--- src/rtl/mux2in1_arbiter_if.sv ---
// +--------------------------------------------------------------------------+
// | Module   : mux2in1_arbiter_if                                            |
// | Purpose  : Bundles the two requester handshakes, the mux select and the  |
// |            registered output stage of mux2in1_arbiter.                   |
// | Ports    : i_req0/i_dat0, i_req1/i_dat1 - requester beats                |
// |            o_ack0/o_ack1               - per-requester beat accept       |
// |            o_control                   - mux select (0 = dat0)           |
// |            o_valid/o_dat/i_ready       - output stage handshake          |
// | Modports : master - requesters + downstream side (drives i_*)           |
// |            slave  - arbiter side (drives o_*)                            |
// | Revision : 1.0 - initial release                                         |
// +--------------------------------------------------------------------------+
`default_nettype none

`ifndef MUX2IN1_WIDTH
`define MUX2IN1_WIDTH 8
`endif

interface mux2in1_arbiter_if #(
  parameter int WIDTH = `MUX2IN1_WIDTH
);
  logic             i_req0;
  logic [WIDTH-1:0] i_dat0;
  logic             i_req1;
  logic [WIDTH-1:0] i_dat1;
  logic             o_ack0;
  logic             o_ack1;
  logic             o_control;
  logic             o_valid;
  logic [WIDTH-1:0] o_dat;
  logic             i_ready;

  modport master (
    output i_req0, i_dat0, i_req1, i_dat1, i_ready,
    input  o_ack0, o_ack1, o_control, o_valid, o_dat
  );

  modport slave (
    input  i_req0, i_dat0, i_req1, i_dat1, i_ready,
    output o_ack0, o_ack1, o_control, o_valid, o_dat
  );
endinterface

`default_nettype wire

--- src/rtl/mux2in1_arbiter.sv ---
// +--------------------------------------------------------------------------+
// | Module   : mux2in1_arbiter                                               |
// | Purpose  : Round-robin arbiter/sequencer for a 2-to-1 data mux. Grants   |
// |            one requester at a time for at most MAX_BURST beats, drives   |
// |            the mux select and registers the selected beat into a single  |
// |            valid/ready output stage.                                     |
// | Ports    : i_clk   - rising-edge clock                                   |
// |            i_rst_n - asynchronous active-low reset                       |
// |            bus     - mux2in1_arbiter_if.slave (requests, acks, select,   |
// |                      output stage)                                       |
// | Params   : WIDTH     - data width                                        |
// |            MAX_BURST - beats per grant before rotation (1..15)           |
// | Revision : 1.0 - initial release                                         |
// +--------------------------------------------------------------------------+
`default_nettype none

`ifndef MUX2IN1_WIDTH
`define MUX2IN1_WIDTH 8
`endif

module mux2in1_arbiter #(
  parameter int WIDTH     = `MUX2IN1_WIDTH,
  parameter int MAX_BURST = 4
) (
  input  wire logic          i_clk,
  input  wire logic          i_rst_n,
  mux2in1_arbiter_if.slave   bus
);

  localparam logic [3:0] C_MAX_BURST = 4'(MAX_BURST);

  typedef enum logic [1:0] {
    ST_IDLE   = 2'd0,
    ST_GRANT0 = 2'd1,
    ST_GRANT1 = 2'd2
  } state_t;

  state_t           state_q;
  logic [3:0]       cnt_q;
  logic             last_q;
  logic             control_q;
  logic             valid_q;
  logic [WIDTH-1:0] dat_q;

  logic             w_space;
  logic             w_ack0;
  logic             w_ack1;
  logic             w_granted;
  logic             w_own;       // index of the requester currently granted
  logic             w_req_own;
  logic             w_req_oth;
  logic             w_burst_end;
  state_t           w_oth_state;
  logic [WIDTH-1:0] dat_d;

  assign w_space     = ~valid_q | bus.i_ready;
  assign w_ack0      = (state_q == ST_GRANT0) & bus.i_req0 & w_space;
  assign w_ack1      = (state_q == ST_GRANT1) & bus.i_req1 & w_space;

  assign w_granted   = (state_q == ST_GRANT0) | (state_q == ST_GRANT1);
  assign w_own       = (state_q == ST_GRANT1);
  assign w_req_own   = w_own ? bus.i_req1 : bus.i_req0;
  assign w_req_oth   = w_own ? bus.i_req0 : bus.i_req1;
  assign w_oth_state = w_own ? ST_GRANT0 : ST_GRANT1;
  assign w_burst_end = (cnt_q + 4'd1) == C_MAX_BURST;

  // control_q always matches the granted requester, so it is the mux select.
  assign dat_d = control_q ? bus.i_dat1 : bus.i_dat0;

  always_ff @(posedge i_clk or negedge i_rst_n) begin
    if (!i_rst_n) begin
      state_q   <= ST_IDLE;
      cnt_q     <= 4'd0;
      last_q    <= 1'b1;
      control_q <= 1'b0;
      valid_q   <= 1'b0;
      dat_q     <= '0;
    end else begin
      // Output stage: a capture wins over a drain, so a simultaneous
      // drain+capture keeps valid high with the new beat.
      if (w_ack0 | w_ack1) begin
        dat_q   <= dat_d;
        valid_q <= 1'b1;
      end else if (valid_q & bus.i_ready) begin
        valid_q <= 1'b0;
      end

      case (state_q)
        ST_IDLE: begin
          // On a tie, the requester not served last wins.
          if (bus.i_req0 & (~bus.i_req1 | last_q)) begin
            state_q   <= ST_GRANT0;
            control_q <= 1'b0;
            cnt_q     <= 4'd0;
          end else if (bus.i_req1) begin
            state_q   <= ST_GRANT1;
            control_q <= 1'b1;
            cnt_q     <= 4'd0;
          end
        end

        ST_GRANT0, ST_GRANT1: begin
          // Without space the grant is frozen regardless of the requests.
          if (w_space & w_granted) begin
            if (~w_req_own) begin
              // Withdraw: the cycle spent here is the one bubble on rotation.
              last_q <= w_own;
              if (w_req_oth) begin
                state_q   <= w_oth_state;
                control_q <= ~w_own;
                cnt_q     <= 4'd0;
              end else begin
                state_q <= ST_IDLE;
              end
            end else if (w_burst_end) begin
              // Beat accepted this cycle and the burst is used up.
              last_q <= w_own;
              cnt_q  <= 4'd0;
              if (w_req_oth) begin
                state_q   <= w_oth_state;
                control_q <= ~w_own;
              end
            end else begin
              cnt_q <= cnt_q + 4'd1;
            end
          end
        end

        default: state_q <= ST_IDLE;
      endcase
    end
  end

  assign bus.o_ack0    = w_ack0;
  assign bus.o_ack1    = w_ack1;
  assign bus.o_control = control_q;
  assign bus.o_valid   = valid_q;
  assign bus.o_dat     = dat_q;

endmodule

`default_nettype wire
--- src/flat_wrapper.sv ---
// flat-port wrapper written by rule: the top's interface ports become plain ports
module mux2in1_arbiter_flat 
#(
  parameter int WIDTH     = `MUX2IN1_WIDTH,
  parameter int MAX_BURST = 4
)
  (i_clk, i_rst_n, bus_i_req0, bus_i_dat0, bus_i_req1, bus_i_dat1, bus_i_ready, bus_o_ack0, bus_o_ack1, bus_o_control, bus_o_valid, bus_o_dat);
  mux2in1_arbiter_if #(.WIDTH(WIDTH)) bus_i ();
  input  wire logic i_clk;
  input  wire logic i_rst_n;
  input wire logic [$bits(bus_i.i_req0)-1:0] bus_i_req0;
  input wire logic [$bits(bus_i.i_dat0)-1:0] bus_i_dat0;
  input wire logic [$bits(bus_i.i_req1)-1:0] bus_i_req1;
  input wire logic [$bits(bus_i.i_dat1)-1:0] bus_i_dat1;
  input wire logic [$bits(bus_i.i_ready)-1:0] bus_i_ready;
  output wire logic [$bits(bus_i.o_ack0)-1:0] bus_o_ack0;
  output wire logic [$bits(bus_i.o_ack1)-1:0] bus_o_ack1;
  output wire logic [$bits(bus_i.o_control)-1:0] bus_o_control;
  output wire logic [$bits(bus_i.o_valid)-1:0] bus_o_valid;
  output wire logic [$bits(bus_i.o_dat)-1:0] bus_o_dat;
  assign bus_i.i_req0 = bus_i_req0;
  assign bus_i.i_dat0 = bus_i_dat0;
  assign bus_i.i_req1 = bus_i_req1;
  assign bus_i.i_dat1 = bus_i_dat1;
  assign bus_i.i_ready = bus_i_ready;
  assign bus_o_ack0 = bus_i.o_ack0;
  assign bus_o_ack1 = bus_i.o_ack1;
  assign bus_o_control = bus_i.o_control;
  assign bus_o_valid = bus_i.o_valid;
  assign bus_o_dat = bus_i.o_dat;
  mux2in1_arbiter #(.WIDTH(WIDTH), .MAX_BURST(MAX_BURST)) u_core (.i_clk(i_clk), .i_rst_n(i_rst_n), .bus(bus_i));
endmodule
--- config.mk ---
export PLATFORM = sky130hd
export DESIGN_NAME = mux2in1_arbiter_flat
export DESIGN_NICKNAME = d
export VERILOG_FILES = /design/src/rtl/mux2in1_arbiter_if.sv /design/src/rtl/mux2in1_arbiter.sv /design/src/flat_wrapper.sv
export SDC_FILE = /design/constraint.sdc
export NUM_CORES = 1
export LEC_CHECK = 0
export CORE_UTILIZATION = 42
export CTS_CLUSTER_SIZE = 20
export DETAILED_ROUTE_END_ITERATION = 10
export PLACE_DENSITY = 0.76
export SETUP_SLACK_MARGIN = 0.1
export SYNTH_ARGS = -nofsm -noshare
export SYNTH_HDL_FRONTEND = slang
export SYNTH_SLANG_ARGS = --single-unit
--- constraint.sdc ---
create_clock -name i_clk -period 2.05 [get_ports i_clk]
set_input_delay 0.3075 -clock i_clk [delete_from_list [all_inputs] [get_ports i_clk]]
set_output_delay 0.3075 -clock i_clk [all_outputs]
set_load 0.03 [all_outputs]
==> qor.txt, run 1 <==
Actual slew at the worst max-slew pin = 0.404 ns
CTS tree = built
Avg Cell Area, Syn = 9.46 sq um
Crit path max fanout = 9
Worst flop-to-flop path startpoint = u_core.state_q[0]
Detailed Route Iter0 Violations = 21
Clk_skew = 0.0100 ns
Synth top area cells = dfrtp_1, mux2i_1, a21oi_1
Final Cycle Share = 89.7%
First-pass GRT wire length = 4.06 mm
Pin count of the biggest net entering global routing = 18
Drt drc = 0
Starting Density = 44.3%
Syn nets = 143
Number of hold violations in the final report = 0
Slew Limit Headroom = 73.0%
Gpl congestion = 0.867
Static Leak = 0.684 nW
Hold_buf cts = 0
# setup viols final = 0
Dominant cell type by area after synthesis = dfrtp_1
Nets = 185
Post-synthesis sequential area ratio = 38.9%
F_max = 0.544 GHz
YS warnings = 0
Power Internal = 1.27 mW
DR vias/cell = 5.39
Syn Inst Count = 116
Reg2reg setup slack = 0.21 ns
CP endpoint kind = output pin
Post-synth top area share = 36.5%
Full die area = 2820 sq um
Synth Flop Type = dfrtp_1
Sw frac = 43.4%
Flop pwr share = 24.9%
Port Buffers = 32
RSZ-0062 raised after global routing = false
Synth Cell Area = 1100 sq um
FFs w/ async S/R, synth = 100%
Worst setup endpoint = bus_o_ack1
Setup TNS = 0 ns
Layout cells sized above 1 = 19.7%
Vias in the first global route = 910
Root buffer cell = clkbuf_4
Post-synth EDFFs = 0
Chip width = 53.1 um
Worst slack, placed = -0.0104 ns
VDD IR max = 821 uV
WS Path Type = register to output pin
CP arrival = 1.53 ns
Crit. Startpoint = u_core.state_q[0]
Drt total wl = 2.49 mm
Antenna cells = 0
Fin crit period = 1.84 ns
Area Overhead vs Synth = 42.2%
Clock-pin slew of the registers on the worst-case setup and hold paths = 0.12 ns
Antenna violations before repair = 0
Type of origin of the critical path = register
Post-DP HPWL = 1.89 mm
Clk network pwr share = 8.5%
Comb power frac = 66.6%
Post-route ant nets = 0
Max H-tree Level = 1
Library cells used by synthesis = 33
TritonCTS Buffers = 3
Clock Path Buffers = 2
Row count = 18
CTS Sinks = 17
I/O pin count = 33
Reg2reg path depth = 7
Post-synthesis register bit count = 17
Via count = 1007
Switch Pwr = 0.972 mW
Outcome = finished clean
Die height = 53.1 um
Core ar. = 2480 sq um
First-pass iteration count of the detailed router = 4
Overflow after GRT = 0
RR Endpoint = u_core.bus.o_control
Worst Hold Class = primary input to asynchronous set/reset pin
Max-Cap Viols = 0
Setup ws final = 0.211 ns
Max Slew Vio Count = 0
Routed len/inst = 13.3 um
Total routing usage reported by global routing = 20.3%
Clock Latency Late Sink = 0.30 ns
WP data required = 1.74 ns
Power density of the placed cells = 1440 nW/um^2
[registers in the layout (all words and copies together) (netlist names)]
register	count
u_core.bus.o_valid	1
u_core.cnt_q	4
u_core.bus.o_dat	8
u_core.state_q	2
u_core.last_q	1
u_core.bus.o_control	1
[cells in the final DEF (no fill, tap or decap), types with 2 or more instances in the layout]
master,n
nand2b_1,2
dfrtp_1,16
nand3_1,6
a21oi_1,15
ha_1,4
nor3_1,2
mux2_2,3
ha_4,2
mux2i_1,10
o21ai_0,3
clkdlybuf4s50_1,30
clkbuf_4,3
nor2_1,14
inv_1,6
buf_4,13
nand2_1,5
o211ai_1,2
[metal layers]
metal	share of wire (%)	up-vias	GRT usage (%)
li1	-	493	-
met1	44	481	23.8
met2	50	27	34.0
met3	4.7	6	3.16
met4	1.8	0	13.2
met5	0	-	0
[worst max-delay path, stage by stage, from the launching register on]
cell and delay (ns):
dfrtp_1 0.43, inv_2 0.11, ha_4 0.20, nand2_1 0.08
buf_4 0.16, nor2_1 0.08, buf_4 0.16
[power groups by stage]
| stage | logic [mW] | clock network (mW) | registers (mW) |
|---|---|---|---|
| 2_1_floorplan | 0.728 | 0 | 0.759 |
| 3_3_place_gp | 1.35 | 0 | 0.565 |
| 3_5_place_dp | 1.39 | 0 | 0.572 |
| 4_1_cts | 1.45 | 0.198 | 0.558 |
| 5_1_grt | 1.63 | 0.205 | 0.574 |
| 6_report | 1.49 | 0.191 | 0.557 |
[timing repair]
action	in CTS	in global routing
resized for setup	2	5
buffers inserted	1	1
cloned	0	0
endpoints found under the setup margin	2	3
pin swaps	0	1
[synth_stat cells (all sizes together), types with 2 or more instances]
cell	n
a21oi	16
buf	6
dfrtp	16
ha	6
inv	7
mux2	3
mux2i	10
nand2	5
nand2b	2
nand3	6
nor2	14
nor3	2
nor3b	3
o211ai	2
o21ai	3
or2b	2
[cells by family after synthesis]
group / share of synthesized area [%]
flops: 38.9
compound gates: 17.8
mux: 12.2
buf+inv: 5.70
simple gates: 18.6
fa+ha+maj: 6.84
[final cells by class]
| class | count | area [sq um] |
|---|---|---|
| Fill cell | 212 | 917 |
| Multi-Input combinational cell | 86 | 644 |
| Sequential cell | 17 | 427 |
| Timing Repair Buffer | 43 | 398 |
| Tap cell | 30 | 37.5 |
| Inverter | 7 | 26.3 |
| Clock buffer | 3 | 22.5 |
| Clock inverter | 1 | 5.00 |
[per-stage QoR]
step	cells	hold slack [ns]	power (mW)	area, sq um	utilization (%)
2_1_floorplan	116	0.0119	1.49	1100	-
3_5_place_dp	181	0.522	1.96	1480	59.8
6_report	187	0.321	2.24	1560	63.0
3_3_place_gp	181	0.512	1.91	1480	59.8
5_1_grt	187	0.334	2.41	1560	63.0
4_1_cts	186	0.325	2.21	1530	61.8
[worst min path at each step]
stage                              from                   end  slack, ns  cells after the start
floorplan                       i_rst_n  u_core.bus.o_control       0.01                      0
global placement    u_core.bus.o_dat[1]   u_core.bus.o_dat[1]       0.51                      2
detailed placement  u_core.bus.o_dat[4]   u_core.bus.o_dat[4]       0.52                      2
CTS                             i_rst_n   u_core.bus.o_dat[7]       0.32                      2
finish                          i_rst_n    u_core.bus.o_valid       0.32                      2
global route                    i_rst_n    u_core.bus.o_valid       0.33                      2
Power figures use the tool's default switching activity.
==> inputs of run 2 (changes only) <==
--- a/config.mk
+++ b/config.mk
@@ -5,10 +5,11 @@
 export SDC_FILE = /design/constraint.sdc
 export NUM_CORES = 1
 export LEC_CHECK = 0
+export ABC_CLOCK_PERIOD_IN_PS = 2050
 export CORE_UTILIZATION = 42
 export CTS_CLUSTER_SIZE = 20
 export DETAILED_ROUTE_END_ITERATION = 10
-export PLACE_DENSITY = 0.76
+export PLACE_DENSITY = 0.87
 export SETUP_SLACK_MARGIN = 0.1
 export SYNTH_ARGS = -nofsm -noshare
 export SYNTH_HDL_FRONTEND = slang
==> run 2 against run 1 <==
Effect of this change: final area rose by 4.0%; clock power decreased by 3%; critical path depth is 2 higher; setup slack worse by 0.099 ns; wire length up 9.1%; maximum frequency down 5.1%; critical path type is now register to register.
==> qor.txt, run 2 (synthesized netlist as in run 1, its figures left out) <==
Outcome = finished clean
Worst Hold Class = primary input to asynchronous set/reset pin
Overflow after GRT = 0 (unchanged)
Post-DP HPWL = 1.91 mm (+0.62%)
# setup viols final = 0 (unchanged)
Row count = 18 (unchanged)
Power density of the placed cells = 1430 nW/um^2 (-0.54%)
Antenna violations before repair = 0 (unchanged)
Post-route cell area = 1620 sq um (+4.0%)
Area Overhead vs Synth = 47.9%
Most frequent cells in the layout = clkdlybuf4s50_1, buf_4, dfrtp_1
CP endpoint kind = register
Flop pwr share = 24.2% (-0.7 points)
DR vias/cell = 5.41 (+0.51%)
First-pass GRT wire length = 3.90 mm (-3.9%)
Pin count of the biggest net entering global routing = 18 (unchanged)
Root buffer cell = clkbuf_4
Antenna cells = 0 (unchanged)
Fin crit period = 1.94 ns (+0.0994 ns)
Setup ws final = 0.111 ns (-0.0994 ns)
Critical path's top delay family = compound AO/OA/AOI/OAI gates
Reg2reg setup slack = 0.11 ns (-0.10 ns)
Drt drc = 0 (unchanged)
Leading cell type in the layout, fill and taps excluded = clkdlybuf4s50_1
Setup TNS = 0 ns (unchanged)
Full die area = 2820 sq um (unchanged)
I/O pin count = 33 (unchanged)
Clock-pin slew of the registers on the worst-case setup and hold paths = 0.10 ns (-0.02 ns)
Nets = 192 (+3.8%)
RSZ-0062 raised after global routing = false
Slew Limit Headroom = 74.9% (+1.9 points)
WP data required = 2.28 ns (+0.54 ns)
CP arrival = 2.17 ns (+0.64 ns)
Starting Density = 44.3% (unchanged)
Max H-tree Level = 1 (unchanged)
Clock Path Buffers = 2 (unchanged)
Type of origin of the critical path = register
Static Leak = 0.720 nW (+5.3%)
Number of hold violations in the final report = 0 (unchanged)
Power Internal = 1.32 mW (+4.2%)
Clk_skew = 0.00530 ns (-0.00475 ns)
Die height = 53.1 um (unchanged)
Final Cycle Share = 94.6% (+4.9 points)
Clk network pwr share = 8.0% (-0.5 points)
Final core occ = 65.5% (+2.5 points)
Max-Cap Viols = 0 (unchanged)
Worst Path Buf+Inv = 3 (unchanged)
Routed len/inst = 14.0 um (+5.2%)
Sw frac = 43.0% (-0.40 points)
Drt total wl = 2.72 mm (+9.1%)
Core ar. = 2480 sq um (unchanged)
WS Path Type = register to register
Worst path cell trace = buf_4 > buf_4 > a21bo_2 > a32oi_1 > or2b_4 > buf_4 > a21oi_1 > a311o_1
Slowest CP cell = dfrtp_2
Port Buffers = 32 (unchanged)
Total routing usage reported by global routing = 19.1% (-1.2 points)
VDD IR max = 871 uV (+6.2%)
Highest cell delay on the worst timing path = 0.43 ns (about the same)
First-pass iteration count of the detailed router = 4 (unchanged)
Max FFs per register = 8 (unchanged)
Post-route ant nets = 0 (unchanged)
Switch Pwr = 0.996 mW (+2.5%)
Total power = 2.32 mW (+3.4%)
Vias in the first global route = 921 (+1.2%)
Layout cells sized above 1 = 25.0% (+5.3 points)
CTS tree = built
Crit path max fanout = 4 (-5)
Most used cell, CP = buf_4
Chip width = 53.1 um (unchanged)
Actual slew at the worst max-slew pin = 0.377 ns (-0.0270 ns)
Hold_buf cts = 0 (unchanged)
Gpl congestion = 0.757 (-13%)
Max Slew Vio Count = 0 (unchanged)
F_max = 0.516 GHz (-5.1%)
Via count = 1050 (+4.3%)
Detailed Route Iter0 Violations = 36 (+71%)
TritonCTS Buffers = 3 (unchanged)
Comb power frac = 67.9% (+1.3 points)
Worst slack, placed = 0.0640 ns (+0.0744 ns)
Clock Latency Late Sink = 0.30 ns (about the same)
CTS Sinks = 17 (unchanged)
Placed Instance Area = 1500 sq um (+1.0%)
run 2: changes by cell type in the layout (fill, tap and decap cells not counted):
cell,previous run,this run
dfrtp_2,0,1
buf_4,13,20
nor3b_2,1,2
a21oi_1,15,14
a21oi_2,1,2
dfrtp_1,16,15
nor3b_1,1,0
run 2: timing repair:
action                                  in CTS  in global routing
hold endpoints to repair                     0                  0
gates resized for setup                      2                  8
endpoints found under the setup margin       2                  6
buffers inserted                             0                  7
pin swaps                                    0                  1
run 2: path summary, 6_finish.rpt:
kind / endpoint / cells after the start / startpoint
worst max register to register: u_core.last_q / 8 / u_core.cnt_q[1]
max in group asynchronous: u_core.last_q / 2 / i_rst_n
min in group i_clk: u_core.bus.o_dat[1] / 2 / u_core.bus.o_dat[1]
worst max-delay path: u_core.last_q / 8 / u_core.cnt_q[1]
worst min-delay path: u_core.bus.o_dat[6] / 2 / i_rst_n
worst min register to register: u_core.bus.o_dat[1] / 2 / u_core.bus.o_dat[1]
run 2: metal layers:
metal,vias up,part of all wire [%],track usage (%)
met4,0,1.4,6.14
met1,494,41,22.9
met5,-,0,0
met3,7,7.5,4.31
met2,45,50,33.5
li1,504,-,-
run 2: metrics by stage:
stage / hold slack [ns] / instances
finish: 0.307 / 194
CTS: 0.313 / 187
floorplan: 0.0119 / 116
detailed placement: 0.522 / 183
global route: 0.324 / 194
global placement: 0.512 / 183
run 2: power by group through the flow:
stage / clock (mW) / sequential (mW) / combinational (mW)
after floorplan: 0 / 0.759 / 0.728
after global placement: 0 / 0.565 / 1.34
after detailed placement: 0 / 0.574 / 1.39
after CTS: 0.188 / 0.567 / 1.40
after global routing: 0.203 / 0.575 / 1.71
final: 0.185 / 0.560 / 1.57
run 2: worst register-to-register path, delay by kind of cell, from the launching register on:
kind / cells / cell delay [ns]
compound gates: 4 / 0.86
buf+inv: 3 / 0.40
flops: 1 / 0.43
simple gates: 1 / 0.19
run 2: cell type report:
type | instances | area [sq um]
clock buffer | 3 | 22.5
clock inverter | 1 | 5.00
fill | 210 | 855
inverter | 7 | 26.3
multi-input combinational | 86 | 653
sequential | 17 | 428
tap | 30 | 37.5
timing repair buffer | 50 | 450
